### src/rtl/lbll_adder.sv
`default_nettype none
//============================================================================
// Module      : lbll_adder
// Description : Registered, key-locked WIDTH-bit adder. The output register
//               captures (a_in + b_in) mod 2^WIDTH when the key matches
//               CORRECT_KEY. Any other key XORs a non-zero, key-dependent
//               mask into the sum ahead of the register.
//
// Ports       : clk    - clock, all state on the rising edge
//               rst_n  - asynchronous active-low reset (clears y_out)
//               a_in   - operand A, unsigned, WIDTH bits
//               b_in   - operand B, unsigned, WIDTH bits
//               key    - locking key, KEY_BITS bits, static in operation
//               y_out  - registered (corrupted-if-locked) sum, WIDTH bits
//
// Revision    : 1.0 - initial release
//============================================================================
module lbll_adder #(
    parameter int                    WIDTH       = 6,
    parameter int                    KEY_BITS    = 8,
    parameter logic [KEY_BITS-1:0]   CORRECT_KEY = 8'hA5
) (
    input  logic                 clk,
    input  logic                 rst_n,
    input  logic [WIDTH-1:0]     a_in,
    input  logic [WIDTH-1:0]     b_in,
    input  logic [KEY_BITS-1:0]  key,
    output logic [WIDTH-1:0]     y_out
);

    localparam logic [WIDTH-1:0] c_BIT0 = WIDTH'(1);

    logic [WIDTH-1:0]    w_sum;
    logic [WIDTH-1:0]    w_carry;
    logic [KEY_BITS-1:0] w_m;
    logic                w_locked;
    logic [WIDTH-1:0]    w_fold;
    logic [WIDTH-1:0]    w_mask;
    logic [WIDTH-1:0]    w_next_y;
    logic [WIDTH-1:0]    r_y;

    //------------------------------------------------------------------------
    // Ripple-carry chain of full adders. Carry-in is zero; the carry out of
    // the top bit is never built, so the sum wraps mod 2^WIDTH.
    //------------------------------------------------------------------------
    assign w_carry[0] = 1'b0;

    generate
        for (genvar i = 0; i < WIDTH; i++) begin : g_fa
            assign w_sum[i] = a_in[i] ^ b_in[i] ^ w_carry[i];
            if (i < WIDTH - 1) begin : g_carry
                assign w_carry[i+1] = (a_in[i] & b_in[i]) |
                                      (w_carry[i] & (a_in[i] ^ b_in[i]));
            end
        end
    endgenerate

    //------------------------------------------------------------------------
    // Lock mask. Key bits are folded onto the result width by XOR-ing all
    // key-difference bits that share the same index modulo WIDTH. The fold
    // alone can be zero for a wrong key (e.g. differences that cancel), so
    // bit 0 is forced whenever the key is wrong to guarantee corruption.
    //------------------------------------------------------------------------
    assign w_m      = key ^ CORRECT_KEY;
    assign w_locked = |w_m;

    always_comb begin
        w_fold = '0;
        for (int j = 0; j < KEY_BITS; j++) begin
            w_fold[j % WIDTH] = w_fold[j % WIDTH] ^ w_m[j];
        end
    end

    assign w_mask   = w_locked ? (w_fold | c_BIT0) : '0;
    assign w_next_y = w_sum ^ w_mask;

    //------------------------------------------------------------------------
    // Output register: sole state element, cleared asynchronously.
    //------------------------------------------------------------------------
    always_ff @(posedge clk or negedge rst_n) begin
        if (!rst_n) begin
            r_y <= '0;
        end else begin
            r_y <= w_next_y;
        end
    end

    assign y_out = r_y;

endmodule
`default_nettype wire

### config.mk
export PLATFORM = sky130hd
export DESIGN_NAME = lbll_adder
export DESIGN_NICKNAME = d
export VERILOG_FILES = /design/src/rtl/lbll_adder.sv
export SDC_FILE = /design/constraint.sdc
export NUM_CORES = 1
export LEC_CHECK = 0
export CAP_MARGIN = 40
export CORE_MARGIN = 5
export CORE_UTILIZATION = 27
export CTS_CLUSTER_SIZE = 10
export DETAILED_ROUTE_END_ITERATION = 12
export PLACE_DENSITY = 0.68
export SLEW_MARGIN = 20
export SYNTH_ARGS = -nofsm -noshare
export SYNTH_HDL_FRONTEND = slang
export SYNTH_SLANG_ARGS = --single-unit
### constraint.sdc
create_clock -name clk -period 0.8 [get_ports clk]
set_clock_uncertainty 0.1 [all_clocks]
set_input_delay 0.16 -clock clk [delete_from_list [all_inputs] [get_ports clk]]
set_output_delay 0.16 -clock clk [all_outputs]
set_load 0.005 [all_outputs]
Word-level counts from Yosys, hierarchy flattened
Cells that the tools add are included.
Cells by class
  equality and inequality tests: 0
  divide/modulo/power cells: 0
  shifts and indexed selects: 0
  $lt $le $gt $ge: 0
  multiply operators: 0
  reduce and logical (&&, ||, !) cells: 1
  add/subtract/negate cells: 0
  multiplexer cells: 1
  bitwise logic cells: 27
Operators with widths (count)
  XOR 1 bit: 12
  AND 1 bit: 9
  OR reduction 8 bit: 1
  2-to-1 mux 6 bit: 1
  XOR 6 bit: 1
  inverter 4 bit: 1
  OR 1 bit: 4
Word-level totals
  register bits: 6
  output and inout bits: 6
  logic and storage cells: 30
  bits in read-only memories: 0
  bits in latches: 0
  bits in writable memories: 0
  memories kept: 0

Depth between registers and ports, before layout
  depth after elaboration: 11
  gate-level depth with buffers: 9

Least setup slack after synthesis
OpenSTA, ideal clock, no wires.
  kind: input -> register
  start: in a_in[0]
  end: reg r_y[5], in the netlist y_out[5]
  library setup time: 125 ps
  arrival time: 1948 ps
  slack: -1373 ps
  cell stages on the path: 9
  path buffers: 0
  path through: ha_1 > fa_1 > inv_1 > fa_1 > inv_1 > fa_1 > fa_1 > xnor2_1 > xnor2_1
On the way
  word-level cells in the longest chain between the ends: 11
Ends and longest elaborated chain
  start: declaration: RTL line 25  | input logic [WIDTH-1:0] a_in,
  AND 1 bit: RTL line 52  | assign w_carry[i+1] = (a_in[i] & b_in[i]) |
  AND 1 bit: RTL line 53  | (w_carry[i] & (a_in[i] ^ b_in[i]));
  OR 1 bit: RTL line 52
  AND 1 bit: RTL line 53
  OR 1 bit: RTL line 52
  AND 1 bit: RTL line 53
  OR 1 bit: RTL line 52
  AND 1 bit: RTL line 53
  OR 1 bit: RTL line 52
  XOR 1 bit: RTL line 50  | assign w_sum[i] = a_in[i] ^ b_in[i] ^ w_carry[i];
  XOR 6 bit: RTL line 75  | assign w_next_y = w_sum ^ w_mask;
  net w_next_y[5]: RTL line 39  | logic [WIDTH-1:0] w_next_y;
  end signal: assignment: RTL line 84  | r_y <= w_next_y;
  end: declaration: RTL line 40  | logic [WIDTH-1:0] r_y;
The timed path passes the listed nets, and every way through them passes these cells.

Worst setup path in the final report
Same ends and word-level chain as after synthesis.

==> reports/results.tsv <==
metric	value	unit
violations	setup timing	
mappedNetlistArea	354	um2
viasPerCell	3.82	
layout-area-overhead-vs-synth	98.6	%
layout.area.seq	150	um2
postLayoutCellArea	703	um2
detail_route.wl_per_cell	10.1	um
rsz0062_at_grt	true	
nets	90	
cp.depth	10	
grt_pass1_wl	1220	um
slew_headroom	83.7	%
ys_async_sr_fraction	100	%
core_region_area	1270	um2
drt_iter0_drc	0	
clkSinkCount	6	
status	complete, but fails checks	
synth_cells	27	
power_leakage	0.335	nW
crit_required	0.82	ns
synth_warnings	0	
start_kind	input pin	
clock_path_buffers	2	
chipWidth	46.2	um
grt_max_degree	7	
multi_input_area	238	um2
worstMarginPinSlew	0.244	ns
power_density	1450	nW/um2
largest_reg_flops	6	
arrival	1.98	ns
grt_pass1_vias	305	
n_antenna_cell	0	
crit_path_max_fanout	1	
critical_path.startpoint	a_in[0]	
synth.distinct_cells	9	
critical_path_buf_inv_count	3	
slew_viol_final	0	
avgSynthCellArea	13.1	um2
die_h	46.2	um
cpPeakStageDelay	0.36	ns
grt-ovfl-total	0	
synth_seq_cells	6	
drv_cap	0	
cp-end-kind	flop	
pin_count	28	
root_buffer	clkbuf_4	
cpMostUsedCell	fa_2	
setup_tns	-5.11	ns
placed_area	696	um2
track_usage	8.35	%
dieArea	2140	um2
cp_slowest_cell	fa_2	
synth_top_area_share	42.4	%
cpLargestDelayFamily	adder cells	
setup.worst_path.end	y_out[5]	
ctsHoldBuffers	0	
path_cells	buf_6 -> ha_4 -> fa_2 -> inv_2 -> fa_2 -> inv_2 -> fa_2 -> fa_2 -> xnor2_2 -> xnor2_1	
whs	0.0465	ns
clkTransAtPathRegs	0.04	ns
synth_top_cell_by_area	dfrtp_1	
final.min_clock_period	1.96	ns
fill_cells	125	
dr_total_vias	290	
fmax	0.511	GHz
ys_seq_area_share	42.4	%
hold_path.class	in2async	
drive_gt1_share	54.1	%
numCtsBuffers	3	
antenna_found_initial	0	
synth_edf_count	0	
drc	0	
rows	13	
ant_nets	0	
worstSetupPathType	in2reg	
yosysMostFrequentCell	dfrtp_1	
synth_area_leaders	dfrtp_1 42%, fa_1 23%, xnor2_1 12%, xor2_1 9.9%, inv_1 4.2%	
cts_tree	yes	
portBuffers	27	
h-tree-depth	1	
drt_wl_total	764	um
first_pass_iters	1	
yosys-top-cells-count	6 x dfrtp_1, 5 x xnor2_1, 4 x fa_1, 4 x inv_1, 4 x xor2_1	
finalHoldViolations	0	
irDropWorstVdd	456	uV
synth_ff_type	dfrtp_1	
gp_congestion	0.691	
start_util	27.9	%
setup_viol	12	
postLayoutSetupSlackWorst	-1.16	ns
fin_crit_sh	245	%
syn_nets	54	
-- cell type report --
class	count	share of cell area [%]
multi-input cells	17	33.8
flip-flops and latches	6	21.4
inverters	4	2.14
repair buffers	31	36.8
well taps	15	2.67
clock buffers	3	3.20
-- worst min-delay path by stage --
stage               startpoint        to  slack (ns)  cells past startpoint
finish                   rst_n  y_out[1]        0.05                      1
global route             rst_n  y_out[2]        0.07                      1
CTS                      rst_n  y_out[0]        0.05                      1
detailed placement       rst_n  y_out[5]        0.31                      1
global placement         rst_n  y_out[1]        0.31                      1
floorplan                rst_n  y_out[0]       -0.24                      0
-- report_power, final --
part | internal (mW) | switching (mW)
Clock | 0.169 | 0.100
Sequential | 0.370 | 0.0113
Combinational | 0.226 | 0.139
-- cell families after synthesis --
| family | Yosys count | synth area share, % |
|---|---|---|
| simple gates | 3 | 4.95 |
| xor+xnor | 9 | 22.3 |
| fa+ha+maj | 5 | 26.1 |
| flops | 6 | 42.4 |
| buf+inv | 4 | 4.24 |
-- stage by stage --
stage                     cells  total power, mW  util (%)  setup slack (ns)
after floorplan              27            0.533         -             -1.24
after global placement       73            0.820      54.8             -1.78
after detailed placement     73            0.824      54.8             -1.78
after CTS                    76             1.05      54.6             -1.23
after global routing         76             1.08      55.4             -1.23
final                        76             1.02      55.4             -1.16
-- layout by cell type, fill, tap and decap left out --
| cell type | count |
|---|---|
| buf_2 | 8 |
| clkbuf_4 | 3 |
| xnor2_2 | 1 |
| dfrtp_1 | 6 |
| dlymetal6s2s_1 | 3 |
| dlygate4sd2_1 | 2 |
| xnor2_1 | 4 |
| clkdlybuf4s50_1 | 8 |
| nor2_4 | 1 |
| clkbuf_2 | 2 |
| buf_6 | 3 |
| clkdlybuf4s15_1 | 1 |
| xor2_2 | 1 |
| fa_2 | 4 |
| nand4_1 | 1 |
| xor2_1 | 3 |
| buf_4 | 4 |
| or4_4 | 1 |
| ha_4 | 1 |
| inv_2 | 4 |
-- what timing repair did --
item | 4_1_cts | 5_1_grt
setup buffers | 0 | 0
resized for setup | 55 | 10
pin swaps | 12 | 10
endpoints found under the setup margin | 12 | 12
-- routing by layer --
layer / global-route usage, % / vias up / wire, um
met3: 0 / 2 / 102
met5: 0 / - / 0
met1: 9.66 / 117 / 281
met4: 6.82 / 0 / 23
met2: 14.3 / 22 / 357
li1: - / 149 / -
Power figures use the tool's default switching activity.
